===== src/rtl/sdram_trig_sched.sv =====
// rtl/sdram_trig_sched.sv - fires single-cycle SDRAM write/read burst triggers
// from FIFO levels, tracks stored bursts and watches for stalled bursts.
module sdram_trig_sched #(
  parameter int BURST_BEATS = 4,
  parameter int FIFO_AW     = 10,
  parameter int MAX_BURSTS  = 256,
  parameter int GAP_CYC     = 2,
  parameter int TIMEOUT     = 4095
) (
  input  logic             sclk,
  input  logic             s_rst_n,
  input  logic             enable,
  input  logic [FIFO_AW:0] wfifo_level,
  input  logic [FIFO_AW:0] rfifo_level,
  input  logic             wfifo_rd_en,
  input  logic             rfifo_wr_en,
  input  logic             err_clr,
  output logic             wr_trig,
  output logic             rd_trig,
  output logic             busy,
  output logic [8:0]       stored_bursts,
  output logic             timeout_err
);

  localparam int LW = FIFO_AW + 1;
  localparam logic [LW-1:0] BEATS_LVL = LW'(BURST_BEATS);
  localparam logic [LW-1:0] DEPTH     = LW'(2 ** FIFO_AW);
  localparam logic [7:0]    BEATS_L   = 8'(BURST_BEATS);
  localparam logic [8:0]    MAX_L     = 9'(MAX_BURSTS);
  localparam logic [15:0]   GAP_L     = 16'(GAP_CYC);
  localparam logic [15:0]   TO_L      = 16'(TIMEOUT);

  typedef enum logic [1:0] {S_IDLE, S_WR, S_RD, S_GAP} state_t;

  localparam state_t S_DONE = (GAP_CYC == 0) ? S_IDLE : S_GAP;

  state_t      state_q, state_d;
  logic        wr_trig_q, wr_trig_d;
  logic        rd_trig_q, rd_trig_d;
  logic [8:0]  stored_q, stored_d;
  logic [7:0]  beat_q, beat_d;
  logic [15:0] wdog_q, wdog_d;
  logic [15:0] gap_q, gap_d;
  logic        last_wr_q, last_wr_d;
  logic        terr_q, terr_d;

  logic [LW-1:0] free_lvl;
  logic          wr_elig;
  logic          rd_elig;
  logic          beat_seen;
  logic          to_hit;

  always_comb begin
    free_lvl  = DEPTH - rfifo_level;
    wr_elig   = enable && (wfifo_level >= BEATS_LVL) && (stored_q < MAX_L);
    rd_elig   = enable && (stored_q != 9'd0) && (free_lvl >= BEATS_LVL);
    state_d   = state_q;
    wr_trig_d = 1'b0;
    rd_trig_d = 1'b0;
    stored_d  = stored_q;
    beat_d    = beat_q;
    wdog_d    = wdog_q;
    gap_d     = gap_q;
    last_wr_d = last_wr_q;
    beat_seen = 1'b0;
    to_hit    = 1'b0;

    case (state_q)
      S_IDLE: begin
        // On a tie the direction not served last time wins.
        if (wr_elig && (!rd_elig || !last_wr_q)) begin
          wr_trig_d = 1'b1;
          last_wr_d = 1'b1;
          state_d   = S_WR;
          beat_d    = 8'd0;
          wdog_d    = 16'd0;
        end else if (rd_elig) begin
          rd_trig_d = 1'b1;
          last_wr_d = 1'b0;
          state_d   = S_RD;
          beat_d    = 8'd0;
          wdog_d    = 16'd0;
        end
      end
      S_WR, S_RD: begin
        beat_seen = (state_q == S_WR) ? wfifo_rd_en : rfifo_wr_en;
        if (beat_seen) begin
          wdog_d = 16'd0;
          beat_d = beat_q + 8'd1;
          if (beat_q + 8'd1 == BEATS_L) begin
            state_d = S_DONE;
            beat_d  = 8'd0;
            gap_d   = 16'd0;
            if (state_q == S_WR)
              stored_d = (stored_q >= MAX_L) ? MAX_L : stored_q + 9'd1;
            else
              stored_d = (stored_q == 9'd0) ? 9'd0 : stored_q - 9'd1;
          end
        end else if (wdog_q + 16'd1 >= TO_L) begin
          to_hit  = 1'b1;
          state_d = S_DONE;
          beat_d  = 8'd0;
          wdog_d  = 16'd0;
          gap_d   = 16'd0;
        end else begin
          wdog_d = wdog_q + 16'd1;
        end
      end
      S_GAP: begin
        if (gap_q + 16'd1 >= GAP_L) begin
          state_d = S_IDLE;
          gap_d   = 16'd0;
        end else begin
          gap_d = gap_q + 16'd1;
        end
      end
      default: state_d = S_IDLE;
    endcase

    // A timeout in the same cycle as err_clr keeps the flag set.
    terr_d = to_hit | (terr_q & ~err_clr);
  end

  always_ff @(posedge sclk or negedge s_rst_n) begin
    if (!s_rst_n) begin
      state_q   <= S_IDLE;
      wr_trig_q <= 1'b0;
      rd_trig_q <= 1'b0;
      stored_q  <= 9'd0;
      beat_q    <= 8'd0;
      wdog_q    <= 16'd0;
      gap_q     <= 16'd0;
      last_wr_q <= 1'b0;
      terr_q    <= 1'b0;
    end else begin
      state_q   <= state_d;
      wr_trig_q <= wr_trig_d;
      rd_trig_q <= rd_trig_d;
      stored_q  <= stored_d;
      beat_q    <= beat_d;
      wdog_q    <= wdog_d;
      gap_q     <= gap_d;
      last_wr_q <= last_wr_d;
      terr_q    <= terr_d;
    end
  end

  assign wr_trig       = wr_trig_q;
  assign rd_trig       = rd_trig_q;
  assign busy          = (state_q != S_IDLE);
  assign stored_bursts = stored_q;
  assign timeout_err   = terr_q;

endmodule


===== config.mk =====
export PLATFORM = sky130hd
export DESIGN_NAME = sdram_trig_sched
export DESIGN_NICKNAME = d
export VERILOG_FILES = /design/src/rtl/sdram_trig_sched.sv
export SDC_FILE = /design/constraint.sdc
export NUM_CORES = 1
export LEC_CHECK = 0
export CAP_MARGIN = 20
export CORE_ASPECT_RATIO = 0.9
export CORE_MARGIN = 4
export CORE_UTILIZATION = 35
export CTS_CLUSTER_DIAMETER = 150
export DETAILED_ROUTE_END_ITERATION = 12
export PLACE_DENSITY = 0.64
export SYNTH_ARGS = -nofsm -noshare
export SYNTH_HDL_FRONTEND = slang
export SYNTH_SLANG_ARGS = --single-unit

===== constraint.sdc =====
create_clock -name sclk -period 3.15 [get_ports sclk]
set_input_delay 0.63 -clock sclk [delete_from_list [all_inputs] [get_ports sclk]]
set_output_delay 0.63 -clock sclk [all_outputs]
set_load 0.01 [all_outputs]

; ---- Word-level counts from Yosys, hierarchy flattened
; Index checks and enable logic that the tools add are counted.
[word_totals]
out_inout_bits = 13
word_cells = 91
mem_count = 0
reg_bits = 55
mem_bits_ro = 0
ramBits = 0
latch_bits = 0
input_bits = 28
[classes]
reduce_logical = 22
n_addsub = 6
bitwise_logic = 3
eq_ne = 8
div = 0
order_cmp = 6
multipliers = 0
n_shift = 0
muxes = 37
[ops]
columns = op, n
row1 = 16-bit 2-to-1 mux, 8
row2 = 16-bit one-hot mux with 2 select lines, 2
row3 = 8-bit 2-to-1 mux, 5
row4 = "16-bit by 1-bit adder with 16-bit output, second input constant", 2
row5 = 9-bit 2-to-1 mux, 3
row6 = "11-bit by 3-bit greater-or-equal comparator with 1-bit output, second input constant", 2
row7 = "16-bit by 12-bit greater-or-equal comparator with 1-bit output, second input constant", 1
row8 = "16-bit by 2-bit greater-or-equal comparator with 1-bit output, second input constant", 1
row9 = 8-bit one-hot mux with 2 select lines, 1
row10 = 2-bit 2-to-1 mux, 6
row11 = 1-bit 2-to-1 mux, 11
row12 = "11-bit subtractor, first input constant", 1
row13 = "9-bit by 1-bit adder with 9-bit output, second input constant", 1
row14 = "9-bit greater-or-equal comparator, second input constant", 1
row15 = 9-bit logical NOT, 1
row16 = "9-bit less-than comparator, second input constant", 1
row17 = "3-bit != test, second input constant", 3
row18 = 3-bit AND reduction, 3
row19 = 9-bit nonzero test, 1
row20 = "9-bit by 1-bit subtractor with 9-bit output, second input constant", 1
row21 = "8-bit by 1-bit adder with 8-bit output, second input constant", 1
row22 = "8-bit by 3-bit equality test with 1-bit output, second input constant", 1
row23 = 2-bit nonzero test, 4
row24 = 2-bit one-hot mux with 3 select lines, 1
row25 = 13 further kinds, 20

; ---- Longest topological paths before layout
[depth]
depth_word = 8
mapped_depth = 11
depth_no_buf = 9

; ---- Least setup slack after synthesis
; OpenSTA, ideal clock, no wires.
[synth_path]
kind = register to register
from = register stored_q[0] (netlist: stored_bursts[0])
to = register beat_q[0]
setup_slack_ns = 0.720
t_arrival_ns = 2.302
setup_time_ns = 0.128
required_time_ns = 3.022
path_buffers = 2
period_less_slack_ns = 2.430
path_stages_with_launch = 11
path_cell_list = dfrtp_1 > inv_1 > ha_1 > or3b_2 > and4bb_2 > o311ai_4 > o21ai_0 > buf_4 > buf_2 > o21ai_0 > o31ai_1
[synth_between]
elab_chain_cells = 8
[synth_rtl]
columns = item, line
row1 = from (decl), 40  ; logic [8:0] stored_q, stored_d;
row2 = from (signal assigned), 139  ; stored_q <= stored_d;
row3 = "parallel branches: the longest is 8 deep, another holds 9-bit less-than comparator", --
row4 = to (signal assigned), 140  ; beat_q <= beat_d;
row5 = to (decl), 41  ; logic [7:0] beat_q, beat_d;
; Several ways; the timed one is not identified.
; A chain may end at the register's enable or synchronous reset.

; ---- Worst setup path in the final report
[layout_path]
from = register stored_q[0] (netlist: stored_bursts[0])
to = register beat_q[7]
; Same word-level chain as after synthesis.

==> impl_metrics.yaml <==
outcome:
  status: "completed"
critical_path:
  crit_top_cell: "o31ai_1"
  start_kind: "flip-flop"
  max_stage_delay_ps: 470
  cp_max_fo: 9
  worstSetupPathType: "flip-flop to flip-flop"
  crit_family: "compound AO/OA/AOI/OAI gates"
  worstSetupEndpointType: "flip-flop"
  cpMaxStageDelayCell: "o311ai_4"
  path_cells: "inv_1, ha_1, or3b_2, and4bb_2, o311ai_4, o21ai_1, buf_4, o31ai_1, o31ai_1"
  cp.buffers_inverters: 2
  required_ps: 3330
  arrival_ps: 2880
cts:
  cts_buffers: 5
  clock_latency_ps: 310
  cts.clk_slew.worst_paths_ps: 110
  cts_buffer_depth: 2
  cts_sinks: 55
  cts_hold_buf: 0
  h-tree-depth: 2
  clockRootBuffer: "clkbuf_8"
  cts_resized: 0
  cts_tree: "yes"
  cts_setup_buffers: 0
synth:
  synth_cell_types: 61
  synth_edf_count: 0
  ys.flop_type: "dfrtp_1"
  yosysWarnings: 0
  synth-async-reset-ratio_pct: 100
  yosys.area.top_type: "dfrtp_1"
  synth_area_leaders: "dfrtp_1 (41%), ha_1 (4.1%), o21ai_0 (4.0%)"
  synthMuxAreaShare_pct: 2.14
  netlist_area_um2: 3390
  synth_top_family_by_area: "simple AND/OR/NAND/NOR gates"
  yosys.area_share.simple_pct: 26.6
  synthAdderAreaFrac_pct: 4.07
  syn_avg_cell_area_um2: 9.03
  ys_ff_latch: 55
  synth_fp_nets: 414
  synth_seq_area_share_pct: 40.7
  synthXorXnorAreaFrac_pct: 1.55
  synth_top_area_share_pct: 40.7
  synth_compound_area_share_pct: 21.2
  synthCells: 375
detailed_routing:
  met1_length_um: 3760
  wire_per_inst_um: 14.5
  drc_errors: 0
  wl_met2_um: 3800
  dr_wl_met3_um: 163
  wirelength_um: 7780
  ant_nets: 0
  drt_iter0_markers: 144
  maxUsedRoutingLayer: "met4"
  via_count: 2951
  viasPerCell: 5.49
  firstDrtPassIters: 5
timing:
  relSlewSlack_pct: 52.3
  fin_crit_sh_pct: 85.7
  worst_pin_slew_ps: 715
  hold_violations: 0
  drv_slew: 0
  fmax_ghz: 0.370
  finClkSkew_ps: 14.3
  tns_ps: 0
  setup_viol: 0
  rsz0062_at_grt: "no"
  fin_crit_ps: 2700
power:
  power_density_nw_per_um2: 576
  worst_ir_drop_vdd_v: 0.000362
  leakage_nw: 1.70
cells_and_area:
  final_common_cell: "dfrtp_1"
  layout_common_cells: "dfrtp_1 (55), clkdlybuf4s50_1 (37), nor2_1 (29)"
  drive_gt1_share_pct: 7.93
  n_antenna_cell: 0
  area_delta_synth_final_pct: 18.3
  fin_util_pct: 43.1
  nets: 454
grt:
  grt_start_max_net_pins: 56
  antenna_found_initial: 0
  grt_pass1_vias: 2855
  grt_pass1_wl_um: 13400
  grtUsageTotal_pct: 14.1
  overflow: 0
floorplan:
  die_y_um: 101
  io_pins: 41
  rows: 33
  die_w_um: 112
  start_util_pct: 36.4
  core_um2: 9290
  fp.dieArea_um2: 11300
placement:
  globalplace.congestion: 0.809
  hpwl_um: 5660
  portBuffers: 38
run:
  drv_cap: 0
worst_hold_path:
  hp-class: "input pin to async pin"
state kept, by name, indices dropped and copies added (netlist names):
signal	cells
stored_bursts	9
gap_q	16
wdog_q	16
wr_trig	1
beat_q	8
last_wr_q	1
rd_trig	1
state_q	2
timeout_err	1
path summary, 6_finish.rpt:
check / startpoint / to / slack [ps] / cells after the start
min in group sclk: last_wr_q$_DFFE_PN0P_ / wr_trig$_DFF_PN0_ / 540 / 1
worst min-delay path: s_rst_n / wdog_q[2]$_DFFE_PN0P_ / 450 / 2
worst max register to register: stored_bursts[0]$_DFFE_PN0P_ / beat_q[7]$_DFFE_PN0P_ / 450 / 9
worst min register to register: last_wr_q$_DFFE_PN0P_ / wr_trig$_DFF_PN0_ / 540 / 1
max in group asynchronous: s_rst_n / stored_bursts[7]$_DFFE_PN0P_ / 2210 / 2
worst max-delay path: stored_bursts[0]$_DFFE_PN0P_ / beat_q[7]$_DFFE_PN0P_ / 450 / 9
stage by stage:
step	instances	setup slack (ps)	area (um^2)	hold slack [ps]	power, W
after floorplan	375	720	3390	334	0.00159
after global placement	530	348	3920	499	0.00190
after detailed placement	530	310	3920	519	0.00192
after CTS	538	422	4010	479	0.00233
after global routing	538	192	4010	518	0.00251
final	538	450	4010	451	0.00231
cells by family after synthesis:
logic type	count (synthesis)
xor gates and xnor gates	6
muxes	7
adders and majority gates	11
buffers and inverters	30
AOI/OAI and AO/OA	103
DFF	55
and+or+nand+nor	163
cell usage after synthesis, drive strengths merged (5+ instances only):
| cell type | count |
|---|---|
| a21oi | 18 |
| a22o | 6 |
| a31oi | 6 |
| and2 | 6 |
| and3 | 9 |
| buf | 5 |
| clkbuf | 9 |
| dfrtp | 55 |
| ha | 11 |
| inv | 16 |
| mux2i | 5 |
| nand2 | 27 |
| nand2b | 5 |
| nand3 | 18 |
| nand4 | 9 |
| nor2 | 29 |
| nor2b | 18 |
| nor3 | 11 |
| nor4 | 13 |
| o21ai | 27 |
| o31ai | 9 |
| or2 | 5 |
where the power goes:
| part | switching (W) | internal (W) | total, W |
|---|---|---|---|
| Sequential | 0.0000681 | 0.000767 | 0.000836 |
| Combinational | 0.000676 | 0.000401 | 0.00108 |
| Clock | 0.000235 | 0.000160 | 0.000396 |
| Total | 0.000979 | 0.00133 | 0.00231 |
metal layers:
| layer | up-vias | GRT usage [%] |
|---|---|---|
| li1 | 1471 | - |
| met1 | 1441 | 19.1 |
| met2 | 35 | 24.1 |
| met3 | 4 | 2.15 |
| met4 | 0 | 3.27 |
| met5 | - | 0 |
cell type report:
cell class,count,area [um^2]
clock buffers,6,72.6
clock inverters,2,17.5
fillers,917,5290
inverters,16,60.1
multi-input cells,290,1880
flip-flops and latches,55,1380
well taps,122,153
repair buffers,47,443
Note: power is estimated with default switching activity, not from simulation.
